--- src/rtl/dmem_pkg.sv ---
// dmem_pkg: shared FSM state, load/store encodings and request helpers for dmem_access_unit
package dmem_pkg;
    typedef enum logic [1:0] {IDLE, REQ, WAIT, DONE} state_t;
    localparam logic [2:0] F3_LB  = 3'b000;
    localparam logic [2:0] F3_LH  = 3'b001;
    localparam logic [2:0] F3_LW  = 3'b010;
    localparam logic [2:0] F3_LBU = 3'b100;
    localparam logic [2:0] F3_LHU = 3'b101;
    localparam logic [1:0] SZ_NONE = 2'b00;
    localparam logic [1:0] SZ_BYTE = 2'b01;
    localparam logic [1:0] SZ_HALF = 2'b10;
    localparam logic [1:0] SZ_WORD = 2'b11;
    // Unsupported load encodings are treated like bytes, so they never trap as misaligned.
    function automatic logic is_aligned(input logic web, input logic [1:0] size,
                                        input logic [2:0] funct3, input logic [1:0] off);
        logic half;
        logic word;
        half = web ? (funct3 == F3_LH || funct3 == F3_LHU) : (size == SZ_HALF);
        word = web ? (funct3 == F3_LW) : (size == SZ_WORD);
        return !(half && off[0]) && !(word && off != 2'b00);
    endfunction
    function automatic logic [31:0] store_mask(input logic [1:0] size);
        return size == SZ_WORD ? 32'hFFFF_FFFF :
               size == SZ_HALF ? 32'h0000_FFFF :
               size == SZ_BYTE ? 32'h0000_00FF : 32'h0000_0000;
    endfunction
endpackage

--- src/rtl/dmem_access_unit_load_extend.sv ---
// load_extend: lane-aligns a raw SRAM word and sign/zero-extends it per load type
module load_extend
    import dmem_pkg::*;
(
    input  logic [31:0] rdata,
    input  logic [1:0]  off,
    input  logic [2:0]  funct3,
    output logic [31:0] data
);
    logic [31:0] sh;
    always_comb begin
        sh   = rdata >> {off, 3'b000};
        data = funct3 == F3_LB  ? {{24{sh[7]}}, sh[7:0]} :
               funct3 == F3_LH  ? {{16{sh[15]}}, sh[15:0]} :
               funct3 == F3_LW  ? sh :
               funct3 == F3_LBU ? {24'b0, sh[7:0]} :
               funct3 == F3_LHU ? {16'b0, sh[15:0]} : rdata;
    end
endmodule

--- src/rtl/dmem_access_unit.sv ---
// dmem_access_unit: MEM-stage load/store sequencer between the pipeline and a single-port SRAM
module dmem_access_unit
    import dmem_pkg::*;
#(
    parameter int MEM_AW  = 14,
    parameter int TIMEOUT = 255
) (
    input  logic              i_clk,
    input  logic              i_rst_n,
    input  logic              i_valid,
    input  logic              i_web,
    input  logic [1:0]        i_bweb_pre,
    input  logic [2:0]        i_funct3,
    input  logic [31:0]       i_addr,
    input  logic [31:0]       i_wdata,
    output logic              o_stall,
    output logic              o_ld_valid,
    output logic [31:0]       o_ld_data,
    output logic              o_misalign,
    output logic              o_timeout,
    output logic              o_mem_req,
    input  logic              i_mem_gnt,
    output logic              o_mem_web,
    output logic [31:0]       o_mem_bweb,
    output logic [MEM_AW-1:0] o_mem_addr,
    output logic [31:0]       o_mem_wdata,
    input  logic              i_mem_rvalid,
    input  logic [31:0]       i_mem_rdata
);
    localparam int CW = $clog2(TIMEOUT + 1);

    state_t            state;
    state_t            state_n;
    logic              web_q;
    logic [1:0]        size_q;
    logic [2:0]        f3_q;
    logic [MEM_AW+1:0] addr_q;
    logic [31:0]       wdata_q;
    logic [31:0]       ld_data_q;
    logic [31:0]       ext;
    logic [CW-1:0]     cnt;
    logic              misalign_q;
    logic              timeout_q;
    logic              aligned;
    logic              accept;
    logic              expire;
    logic              unused_addr;

    assign unused_addr = ^i_addr[31:MEM_AW+2];
    assign aligned     = is_aligned(i_web, i_bweb_pre, i_funct3, i_addr[1:0]);
    assign accept      = state == IDLE && i_valid && aligned;
    // A response arriving in the last wait cycle still completes the load normally.
    assign expire      = state == WAIT && !i_mem_rvalid && cnt == CW'(TIMEOUT - 1);

    load_extend u_ext (
        .rdata  (i_mem_rdata),
        .off    (addr_q[1:0]),
        .funct3 (f3_q),
        .data   (ext)
    );

    always_ff @(posedge i_clk) begin
        if (!i_rst_n) state <= IDLE;
        else          state <= state_n;
    end

    always_comb begin
        state_n = state;
        case (state)
            IDLE:    state_n = accept ? REQ : IDLE;
            REQ:     state_n = i_mem_gnt ? (web_q ? WAIT : DONE) : REQ;
            WAIT:    state_n = (i_mem_rvalid || expire) ? DONE : WAIT;
            default: state_n = IDLE;
        endcase
    end

    always_ff @(posedge i_clk) begin
        if (!i_rst_n) begin
            web_q      <= 1'b0;
            size_q     <= SZ_NONE;
            f3_q       <= F3_LB;
            addr_q     <= '0;
            wdata_q    <= '0;
            ld_data_q  <= '0;
            cnt        <= '0;
            misalign_q <= 1'b0;
            timeout_q  <= 1'b0;
        end else begin
            if (accept) begin
                web_q   <= i_web;
                size_q  <= i_bweb_pre;
                f3_q    <= i_funct3;
                addr_q  <= i_addr[MEM_AW+1:0];
                wdata_q <= i_wdata;
            end
            cnt        <= state != WAIT ? '0 : cnt == CW'(TIMEOUT) ? cnt : cnt + CW'(1);
            ld_data_q  <= (state == WAIT && i_mem_rvalid) ? ext : expire ? '0 : ld_data_q;
            misalign_q <= state == IDLE && i_valid && !aligned;
            timeout_q  <= expire;
        end
    end

    always_comb begin
        o_stall     = accept || state == REQ || state == WAIT;
        o_ld_valid  = state == DONE && web_q;
        o_ld_data   = ld_data_q;
        o_misalign  = misalign_q;
        o_timeout   = timeout_q;
        o_mem_req   = state == REQ;
        o_mem_web   = state == REQ ? web_q : 1'b1;
        o_mem_addr  = state == REQ ? addr_q[MEM_AW+1:2] : '0;
        o_mem_bweb  = (state == REQ && !web_q) ? ~(store_mask(size_q) << {addr_q[1:0], 3'b000}) : '1;
        o_mem_wdata = (state == REQ && !web_q) ? wdata_q << {addr_q[1:0], 3'b000} : '0;
    end
endmodule

--- config.mk ---
export PLATFORM = sky130hd
export DESIGN_NAME = dmem_access_unit
export DESIGN_NICKNAME = d
export VERILOG_FILES = /design/src/rtl/dmem_pkg.sv /design/src/rtl/dmem_access_unit_load_extend.sv /design/src/rtl/dmem_access_unit.sv
export SDC_FILE = /design/constraint.sdc
export NUM_CORES = 1
export LEC_CHECK = 0
export CELL_PAD_IN_SITES_DETAIL_PLACEMENT = 1
export CELL_PAD_IN_SITES_GLOBAL_PLACEMENT = 2
export CORE_MARGIN = 3
export CORE_UTILIZATION = 25
export DETAILED_ROUTE_END_ITERATION = 7
export GPL_ROUTABILITY_DRIVEN = 0
export PLACE_DENSITY = 0.86
export SLEW_MARGIN = 20
export SYNTH_ARGS = -nofsm -noshare
export SYNTH_HDL_FRONTEND = slang
export SYNTH_SLANG_ARGS = --single-unit
--- constraint.sdc ---
create_clock -name i_clk -period 2.4 [get_ports i_clk]
set_input_delay 0.24 -clock i_clk [delete_from_list [all_inputs] [get_ports i_clk]]
set_output_delay 0.24 -clock i_clk [all_outputs]
set_load 0.1 [all_outputs]
# Word-level counts from Yosys, hierarchy flattened
# Index checks and enable logic that the tools add are counted.
# word_totals
reg_bits,98
input_bits,107
out_inout_bits,116
elab_cells,80
# op_classes
add_sub_neg,1
eq_ne,18
shifts,3
mux,21
bitwise_logic,2
reduce_logical,25
# op_table
operator,n
$mux 32,10
$shl 32x5->32,2
$not 32->32,1
$shr 32x5->32,1
$eq 8x8->1 const B,2
$mux 16,1
$mux 14,1
$eq 2x2->1 const B,6
$logic_and 1x1->1,11
$eq 3x3->1 const B,3
$add 8x1->8 const B,1
$mux 8,1
$eq 3x1->1 const B,2
$eq 3x2->1 const B,2
$mux 1,6
$pmux 2 s3,1
$logic_not 1->1,5
$eq 2x1->1 const B,2
$logic_or 1x1->1,4
$reduce_bool 2->1,2
$logic_not 3->1,1
$logic_not 2->1,1
$mux 2,1
$ne 2x2->1 const B,1
2 further kinds,2

# Depth between registers and ports, before layout
# logic_depth
ltp_word,9
depth_mapped,8
mapped_depth_nobuf,5

# Cells and area by module
# A second synthesis with hierarchy kept.
# hier_totals
hier_cells,666
area_unflattened_um2,5647.9
# by_module_without_submodules
module,instances,cells_per_inst,area_each_um2,seq_area_each_um2
dmem_access_unit,1,526,4662.0,1961.9
load_extend,1,140,985.9,0.0

# Least setup slack after synthesis
# Ideal clock, no wire load.
# synth_path
kind,flip-flop to output port
from,reg addr_q[0]
to,out o_mem_bweb[17]
t_arrival_ns,4.211
required_time_ns,2.160
setup_slack_ns,-2.051
path_stages_with_launch,9
path_buffers,6
path_cell_list,dfxtp_1 -> buf_6 -> buf_6 -> buf_2 -> buf_4 -> buf_2 -> nor2_1 -> o21ai_0 -> buf_4
# synth_via
elab_chain_cells,3
# synth_lines
element,line,text
"start, declared",dmem_access_unit.sv:37,logic [MEM_AW+1:0] addr_q;
"start signal, assigned",dmem_access_unit.sv:93,addr_q <= i_addr[MEM_AW+1:0];
$shl 32x5->32,dmem_access_unit.sv:112,"o_mem_bweb = (state == REQ && !web_q) ? ~(store_mask(size_q) << {addr_q[1:0], 3'b000}) : '1;"
$not 32->32,dmem_access_unit.sv:112,
$mux 32,dmem_access_unit.sv:112,
"end, declared",dmem_access_unit.sv:24,"output logic [31:0] o_mem_bweb,"
# Every way passes these cells.

# Final worst setup path
# layout_path
from,reg state[0]
to,out o_mem_bweb[9]
# layout_via
elab_chain_cells,3
# layout_lines
element,line,text
"start, declared",dmem_access_unit.sv:32,state_t state;
"start signal, assigned",dmem_access_unit.sv:64,else state <= state_n;
$eq 2x1->1,dmem_access_unit.sv:112,
$logic_and 1x1->1,dmem_access_unit.sv:112,
$mux 32,dmem_access_unit.sv:112,
# Every way passes these cells.

==> results.ini <==
[sta]
slew_violations=0
min_period_ps=2323
setup_viol=0
rsz0062_at_grt=false
hold_violations=0
whs_ps=309.2
min_period_over_period_pct=96.80
skew_ps=12.78
fmaxAchievable_mhz=430.4
max_slew_margin_pct=52.74
tightestPinTransition_ps=708.0

[grt]
grt_pass1_wl_mm=31.63
antenna_found_initial=0
grt_overflow=0
grt_max_degree=90
grt_pass1_vias=5577
grt.total_usage_pct=16.09

[synth]
ys_warn_count=0
yosysSeqAreaShare_pct=34.21
async_reset_ff_share_pct=0
syn-cell-area_sq_um=5736
syn_inst=679
synth_area_per_cell_sq_um=8.447
syn-num-nets=788
synth_edf_count=0
postSynthRegisterBits=98
ys.flop_type=dfxtp_1
ys_types=57

[setup_path]
crit_path_cell_trace=or3b_4 -> buf_6 -> or3_4 -> buf_12
cp-end-kind=output port
reg2reg_slack_ps=470
r2r-end=o_ld_data[25]
cp-endpoint=o_mem_bweb[9]
cp_max_fo=20
cp_slowest_stage_delay_ps=540
worst_ep_arrival_time_ps=2080
reg2reg_from=addr_q[0]
critical_path.startpoint_type=flip-flop
worstSetupPathType=flip-flop to output port
cp_data_required_time_ps=2160
critical_path.slowest_cell=or3_4
crit_start=state[0]
reg2reg_depth=4

[finish]
num_antenna_cells=0
drive_above_1_share_pct=23.34
nFillCells=2474
area_growth_pct=58.53
layout.cells.non_filler=1124
layout.nets=948

[clock_network]
clock_tree.root_cell=clkbuf_16
clock_latency_ps=350
cts_num_sinks=98
h-tree-depth=3
cts_tree=done
cts_made_buffers=9
clock_path_buffers=2
path_clk_slew_ps=80
cts_hold_buf=0

[floorplanning]
rows=54
die_w_microns=157.5
dieArea_sq_um=24800
io_pins=223
start_util_pct=25.88
die_h_microns=157.5
coreArea_sq_um=22160

[detailed_routing]
wl_per_cell_microns=17.95
avgViaCountPerCell=4.881
totalWireLength_mm=20.17
dr.first_iter.drc_count=251
vias=5486
drtAntennaViolNets=0
firstDrtPassIters=4
remaining_drc_errors=0

[place]
dp.final_hpwl_mm=15.38
dp.cells=1107
port_buffers=206

[power_and_ir_drop]
p_total_mw=5.001
vdd_ir_drop_max_uv=318.5
p_per_area_nw_per_um2=550.0
leakage_nw=3.600

[run_status]
status=completed

[run]
maxCapViolations=0

[min_path]
hold_path.class=input port to flip-flop

## routing by layer
layer	GRT usage [%]	up-vias	share of wire (%)
met2	25.33	145	45
met4	4.504	0	1.7
li1	-	2674	-
met1	22.21	2649	48
met3	3.574	18	5.5
met5	0	-	0
## worst max-delay path: cells and delay by family, from the launching register on
kind | cells | cell delay, ps
flops | 1 | 370
simple gates | 2 | 930
buf+inv | 2 | 420
## layout make-up
cell class	count	area (sq um)	share of cell area, %
multi-input combinational	492	3410	37.50
timing repair buffer	232	3044	33.48
sequential	98	1972	21.69
tap	280	350.3	3.853
clock buffer	10	239.0	2.628
clock inverter	6	55.05	0.6055
inverter	6	22.52	0.2477
## power breakdown
part | internal, mW | leakage, nW | switching, mW | total [mW]
registers | 1.72 | 0.800 | 0.101 | 1.82
clock network | 0.758 | 0.146 | 0.712 | 1.47
logic | 0.666 | 2.65 | 1.04 | 1.71
total | 3.15 | 3.60 | 1.86 | 5.00
## cells in the mapped netlist (2+ instances only)
library cell    n  area, sq um
nand2_1       131        491.7
dfxtp_1        98         1962
mux2i_1        85        850.8
nor2_1         36        135.1
buf_4          30        225.2
a22o_1         26        227.7
clkbuf_1       26        97.59
a21oi_1        22        110.1
and2_1         22        137.6
o21ai_0        21        105.1
o2bb2ai_1      20        175.2
buf_2          19        95.09
a211oi_1       17        127.6
nor2b_1        14        87.58
and3b_1        12        105.1
a22oi_1         8        60.06
buf_6           7        78.83
nand3_1         7        35.03
inv_1           6        22.52
o211a_1         6        60.06
o22ai_1         6        37.54
nor3_1          5        25.02
o21a_1          5        37.54
and3_1          4        25.02
nor3b_1         4        30.03
nand3b_1        3        22.52
a31oi_1         2        12.51
a32o_1          2        20.02
ha_1            2        25.02
nor3_2          2        20.02
o2111a_1        2        22.52
or2_2           2        12.51
or3_1           2        12.51
xor2_1          2        17.52
## cells by family (layout without fill, tap and decap cells)
kind of cell               after synthesis  in the layout  share of synthesized area [%]
AOI/OAI and AO/OA                      146            146                          18.83
xor gates and xnor gates                 3              3                         0.4582
adders and majority gates                2              2                         0.4362
buffers and inverters                   89            254                          9.119
DFF                                     98             98                          34.21
muxes                                   88             88                          15.62
and+or+nand+nor                        253            253                          21.34
## how the worst min path moves through the flow
stage	from	end	slack [ps]	cells after the start
6_report	i_rst_n	addr_q[10]	310	3
5_1_grt	i_rst_n	state[1]	320	2
4_1_cts	i_rst_n	addr_q[10]	300	3
3_5_place_dp	addr_q[4]	addr_q[4]	440	2
3_3_place_gp	addr_q[13]	addr_q[13]	440	2
2_1_floorplan	i_mem_rvalid	o_timeout	320	1
## sequential cells by signal (all words and copies together), names as in the netlist
signal,count
wdata_q,32
addr_q,16
cnt,8
state,2
f3_q,3
o_timeout,1
o_misalign,1
o_ld_data,32
web_q,1
size_q,2
## placed cells by master, fill, tap and decap left out, drive strengths merged, types with 20 or more instances in the layout
cell type	synthesis	final
a21oi	22	22
a22o	26	26
and2	22	22
buf	57	143
clkdlybuf4s50	0	89
dfxtp	98	98
mux2i	85	85
nand2	131	131
nor2	37	37
o21ai	23	23
o2bb2ai	20	20
## stage by stage
step / setup slack [ps] / setup TNS (ps) / instance area, sq um / util [%]
2_1_floorplan: -422.1 / -3525 / 5959 / -
3_3_place_gp: 183.0 / 0 / 8757 / 39.52
3_5_place_dp: 160.1 / 0 / 8757 / 39.52
4_1_cts: 10.88 / 0 / 9084 / 40.99
5_1_grt: 23.71 / 0 / 9092 / 41.03
6_report: 76.80 / 0 / 9092 / 41.03
## timing repair
| item | 4_1_cts | 5_1_grt |
|---|---|---|
| gates cloned | 0 | 0 |
| buffers inserted | 1 | 0 |
| resized for setup | 3 | 4 |
| pin swaps | 2 | 0 |
| endpoints found under the setup margin | 24 | 22 |
Power figures use the tool's default switching activity.
